==> config.mk <==
export PLATFORM = sky130hd
export DESIGN_NAME = sha256_msg_sched
export DESIGN_NICKNAME = d
export VERILOG_FILES = /design/src/rtl/sha256_msg_sched.sv
export SDC_FILE = /design/constraint.sdc
export NUM_CORES = 1
export LEC_CHECK = 0
export BUFFER_PORTS_ARGS = -buffer_cell sky130_fd_sc_hd__buf_4
export CELL_PAD_IN_SITES_DETAIL_PLACEMENT = 0
export CELL_PAD_IN_SITES_GLOBAL_PLACEMENT = 2
export CORE_AREA = 2 2 295 297
export DETAILED_ROUTE_END_ITERATION = 10
export DIE_AREA = 0 0 297 299
export GPL_TIMING_DRIVEN = 0
export MAX_ROUTING_LAYER = met4
export PLACE_DENSITY = 0.78
export SYNTH_ARGS = -nofsm -noshare
export SYNTH_HDL_FRONTEND = slang
export SYNTH_SLANG_ARGS = --single-unit
==> constraint.sdc <==
create_clock -name clk -period 8.9 [get_ports clk]
set_clock_uncertainty 0.15 [all_clocks]
set_input_delay 0.89 -clock clk [delete_from_list [all_inputs] [get_ports clk]]
set_output_delay 0.89 -clock clk [all_outputs]
set_load 0.05 [all_outputs]
==> src/rtl/sha256_msg_sched.sv <==
// sha256_msg_sched: SHA-256 W[t] schedule generator; define SHA256_MSG_SCHED_ABORT_EN to add an abort input
module sha256_msg_sched #(
    parameter int ROUNDS = 64
) (
    input  logic         clk,
    input  logic         rst_n,
`ifdef SHA256_MSG_SCHED_ABORT_EN
    input  logic         abort,
`endif
    input  logic         start,
    input  logic [511:0] blk_in,
    input  logic         w_ready,
    output logic [31:0]  w_out,
    output logic [5:0]   w_idx,
    output logic         w_valid,
    output logic         busy,
    output logic         done
);
    typedef enum logic {IDLE, RUN} state_t;
    state_t      state, state_nx;
    logic [31:0] win [16];
    logic [31:0] w_new;
    logic [5:0]  t;
    logic        abt, last, xfer;

    function automatic logic [31:0] sig0(input logic [31:0] x);
        return {x[6:0], x[31:7]} ^ {x[17:0], x[31:18]} ^ {3'b0, x[31:3]};
    endfunction

    function automatic logic [31:0] sig1(input logic [31:0] x);
        return {x[16:0], x[31:17]} ^ {x[18:0], x[31:19]} ^ {10'b0, x[31:10]};
    endfunction

`ifdef SHA256_MSG_SCHED_ABORT_EN
    assign abt = abort && state == RUN;
`else
    assign abt = 1'b0;
`endif
    assign last  = t == 6'(ROUNDS - 1);
    assign xfer  = state == RUN && w_ready && !abt;
    assign w_new = sig1(win[14]) + win[9] + sig0(win[1]) + win[0];

    always_ff @(posedge clk)
        if (!rst_n)
            state <= IDLE;
        else
            state <= state_nx;

    always_comb begin
        state_nx = state;
        state_nx = (state == IDLE) ? (start ? RUN : IDLE)
                                   : ((abt || (xfer && last)) ? IDLE : RUN);
    end

    always_comb begin
        w_valid = state == RUN;
        busy    = state == RUN;
        w_out   = win[0];
        w_idx   = t;
    end

    // window and index only move on load or on a non-final transfer, so they hold during stalls and after done
    always_ff @(posedge clk) begin
        if (!rst_n) begin
            t    <= '0;
            done <= 1'b0;
            for (int i = 0; i < 16; i++) win[i] <= '0;
        end else begin
            done <= xfer && last;
            if (state == IDLE && start) begin
                t <= '0;
                for (int i = 0; i < 16; i++) win[i] <= blk_in[511 - 32*i -: 32];
            end else if (xfer && !last) begin
                t <= t + 6'd1;
                for (int i = 0; i < 15; i++) win[i] <= win[i+1];
                win[15] <= w_new;
            end
        end
    end
endmodule

==> impl_metrics.py <==
metrics = {
    "finish": {
        "drive_gt1_share_pct": 26.7,
        "final_cells": 3682,
        "final_area_um2": 33200,
        "fillCellCount": 8429,
        "final_core_util_pct": 38.7,
        "fin_nets": 3081,
        "area_delta_synth_final_pct": 30.4,
    },
    "global_routing": {
        "grt_pass1_wl_um": 147000,
        "overflow": 0,
        "grt_use_total_pct": 24.3,
        "grt_max_degree": 71,
        "antenna_found_initial": 9,
        "grt_pass1_vias": 19200,
    },
    "floorplan": {
        "die_h_um": 299,
        "rows": 108,
        "dieArea_um2": 88800,
        "pin_count": 557,
        "initial_utilization_pct": 29.6,
        "die_w_um": 297,
        "coreArea_um2": 85900,
    },
    "setup_path": {
        "rrSetupSlack_ns": 3.52,
        "cp-end-kind": "flip-flop",
        "crit_fanout": 8,
        "cp.arrival_ns": 5.51,
        "start_kind": "flip-flop",
        "setup.worst_path.class": "reg -> reg",
        "critPathRequiredTime_ns": 9.03,
        "crit_start": "win[1][11]$_SDFFCE_PN0P_",
        "worst-r2r-cell-count": 14,
        "reg2reg_to": "win[15][31]$_DFFE_PP_",
        "rr_startpoint": "win[1][11]$_SDFFCE_PN0P_",
    },
    "cts": {
        "ctsResizeCount": 0,
        "hold_buffers": 0,
        "cts_buffers": 57,
        "postCtsSetupBuffers": 0,
        "clkSinkCount": 520,
        "cts_tree": "yes",
        "htreeDepth": 2,
        "clk_latency_ns": 0.64,
        "clk_pin_slew_ns": 0.06,
        "clockBufferDepth": 3,
        "clockRootBuffer": "clkbuf_16",
    },
    "timing": {
        "slew_headroom_pct": 18.2,
        "worst_hold_slack_ns": 0.368,
        "tns_ns": 0,
        "post-route-period-util_pct": 60.5,
        "max_freq_ghz": 0.186,
        "hold_viol": 0,
        "setup_ws_ns": 3.52,
        "setup_viol": 0,
        "rsz0062_at_grt": "no",
        "slew_violations": 0,
        "fin_crit_ns": 5.38,
        "tightestPinTransition_ns": 1.23,
    },
    "routing": {
        "vias_per_cell": 5.23,
        "vias": 19300,
        "wl_per_cell_um": 29.4,
        "dr.first_iter.drc_count": 2076,
        "antenna_left": 0,
        "post-route-drc-count": 0,
        "dr.pass1.iters": 5,
        "drt-total-wl_um": 108000,
    },
    "placement": {
        "io_buffers": 556,
        "dp_slack_ns": 3.74,
        "place.gp.congestion": 0.947,
        "dp_cells": 3567,
        "dp_hpwl_um": 87100,
        "post_dp_cell_area_um2": 31300,
    },
    "logic_synthesis": {
        "synthFlopType": "edfxtp_1",
        "synth_fp_nets": 2459,
        "seq_area_frac_synth_pct": 61.0,
        "synth.distinct_cells": 63,
        "avgSynthCellArea_um2": 13.8,
        "async_flop_share_pct": 0,
        "synth_edf_count": 512,
        "syn-instance-count": 1849,
        "syn_area_um2": 25500,
        "yosysWarnings": 0,
        "ys_ff_latch": 520,
    },
    "power": {
        "ir_drop_v": 0.000169,
        "powerDensity_nw_per_um2": 273,
        "p_switching_mw": 3.48,
        "power.total_mw": 9.08,
        "p_int_mw": 5.60,
        "power_frac_comb_pct": 38.1,
        "power.leakage_nw": 13.6,
        "p_sw_share_pct": 38.3,
        "p_clk_share_pct": 26.9,
        "seqPwrFrac_pct": 35.0,
    },
    "outcome": {
        "status": "finished clean",
    },
    "flow_run": {
        "max-cap-violations": 0,
    },
    "hold_path": {
        "holdPathStages": 1,
        "hp-class": "reg -> reg",
        "holdCritStartpoint": "win[8][17]$_DFFE_PP_",
        "holdPathEnd": "win[7][17]$_SDFFCE_PN0P_",
    },
}
==> worst max-delay path, cell delays in order (launching register included) <==
cell	delay, ns
edfxtp_1	0.63
xnor2_1	0.25
xnor2_1	0.48
fa_1	0.51
inv_1	0.12
fa_1	0.43
inv_1	0.08
ha_1	0.22
clkbuf_2	0.17
a21oi_1	0.30
o22a_1	0.28
o221ai_1	0.37
nor4_1	0.57
or3_1	0.19
nand3_1	0.28
==> power by group through the flow <==
stage / sequential, mW / combinational, mW / clock [mW]
2_1_floorplan: 3.18 / 2.04 / 0
3_3_place_gp: 3.24 / 3.35 / 0
3_5_place_dp: 3.22 / 3.36 / 0
4_1_cts: 3.18 / 3.40 / 2.48
5_1_grt: 3.19 / 3.74 / 2.58
6_report: 3.18 / 3.46 / 2.45
==> cell type report <==
cell class / count / area (um^2) / area share, %
Multi-Input combinational cell: 1045 / 8840 / 26.6
Buffer: 133 / 531 / 1.60
Clock buffer: 70 / 1500 / 4.50
Inverter: 151 / 567 / 1.71
Sequential cell: 520 / 15500 / 46.8
Tap cell: 1155 / 1450 / 4.35
Clock inverter: 36 / 423 / 1.27
Timing Repair Buffer: 563 / 4360 / 13.1
Antenna cell: 9 / 22.5 / 0.0678
==> state kept, by name, summed over array words and instances (netlist names) <==
signal,flops
busy,1
win,512
done,1
w_idx,6
==> placed cells by master (no fill, tap or decap), types with 9 or more instances in the layout <==
cell	n
nand2_1	79
nand3_1	25
clkbuf_1	127
diode_2	9
clkbuf_16	58
a21oi_1	30
o21ai_0	56
nand4_1	13
clkinv_1	9
buf_4	557
inv_1	151
fa_1	62
edfxtp_1	512
ha_1	32
nor2_1	33
nor3_1	9
clkinv_2	9
a22o_1	454
xor2_1	24
xnor2_1	111
==> worst max path at each step <==
| stage | to | slack [ns] | cells after the start |
|---|---|---|---|
| 3_3_place_gp | win[2][2]$_SDFFCE_PN0P_ | 2.58 | 5 |
| 5_1_grt | win[15][31]$_DFFE_PP_ | 3.44 | 14 |
| 3_5_place_dp | win[15][31]$_DFFE_PP_ | 3.74 | 14 |
| 6_report | win[15][31]$_DFFE_PP_ | 3.52 | 14 |
| 4_1_cts | win[15][31]$_DFFE_PP_ | 3.71 | 14 |
| 2_1_floorplan | win[1][0]$_SDFFCE_PN0P_ | 3.99 | 5 |
==> per-layer routing <==
| layer | global-route usage [%] | up-vias | wire length, um |
|---|---|---|---|
| li1 | - | 8408 | - |
| met3 | 4.32 | 109 | 8250 |
| met2 | 39.8 | 931 | 53300 |
| met5 | - | - | 0 |
| met1 | 31.6 | 9802 | 44600 |
| met4 | 5.24 | 0 | 2150 |
==> cell families after synthesis <==
group | after synthesis | share of synthesized area (%)
DFF | 520 | 61.0
adders and majority gates | 94 | 6.45
buffers and inverters | 284 | 4.31
and+or+nand+nor | 193 | 3.50
muxes | 2 | 0.0786
AOI/OAI and AO/OA | 621 | 20.0
xor gates and xnor gates | 135 | 4.64
==> synthesized netlist by cell type (8+ instances only) <==
master,n,share of area [%]
edfxtp_1,512,60
nand4_1,13,0.32
ha_1,32,1.6
clkbuf_1,115,1.7
or3_1,8,0.20
xnor2_1,111,3.8
o211ai_1,8,0.24
o21ai_0,56,1.1
a22o_1,454,16
nand2_1,79,1.2
nand3_1,25,0.49
buf_2,8,0.16
a21oi_1,30,0.59
nor3_1,9,0.18
fa_1,62,4.9
o21a_1,8,0.24
nor2_1,33,0.49
inv_1,151,2.2
dfxtp_1,8,0.63
xor2_1,24,0.83
No activity file was read; power rests on OpenSTA's default activity.
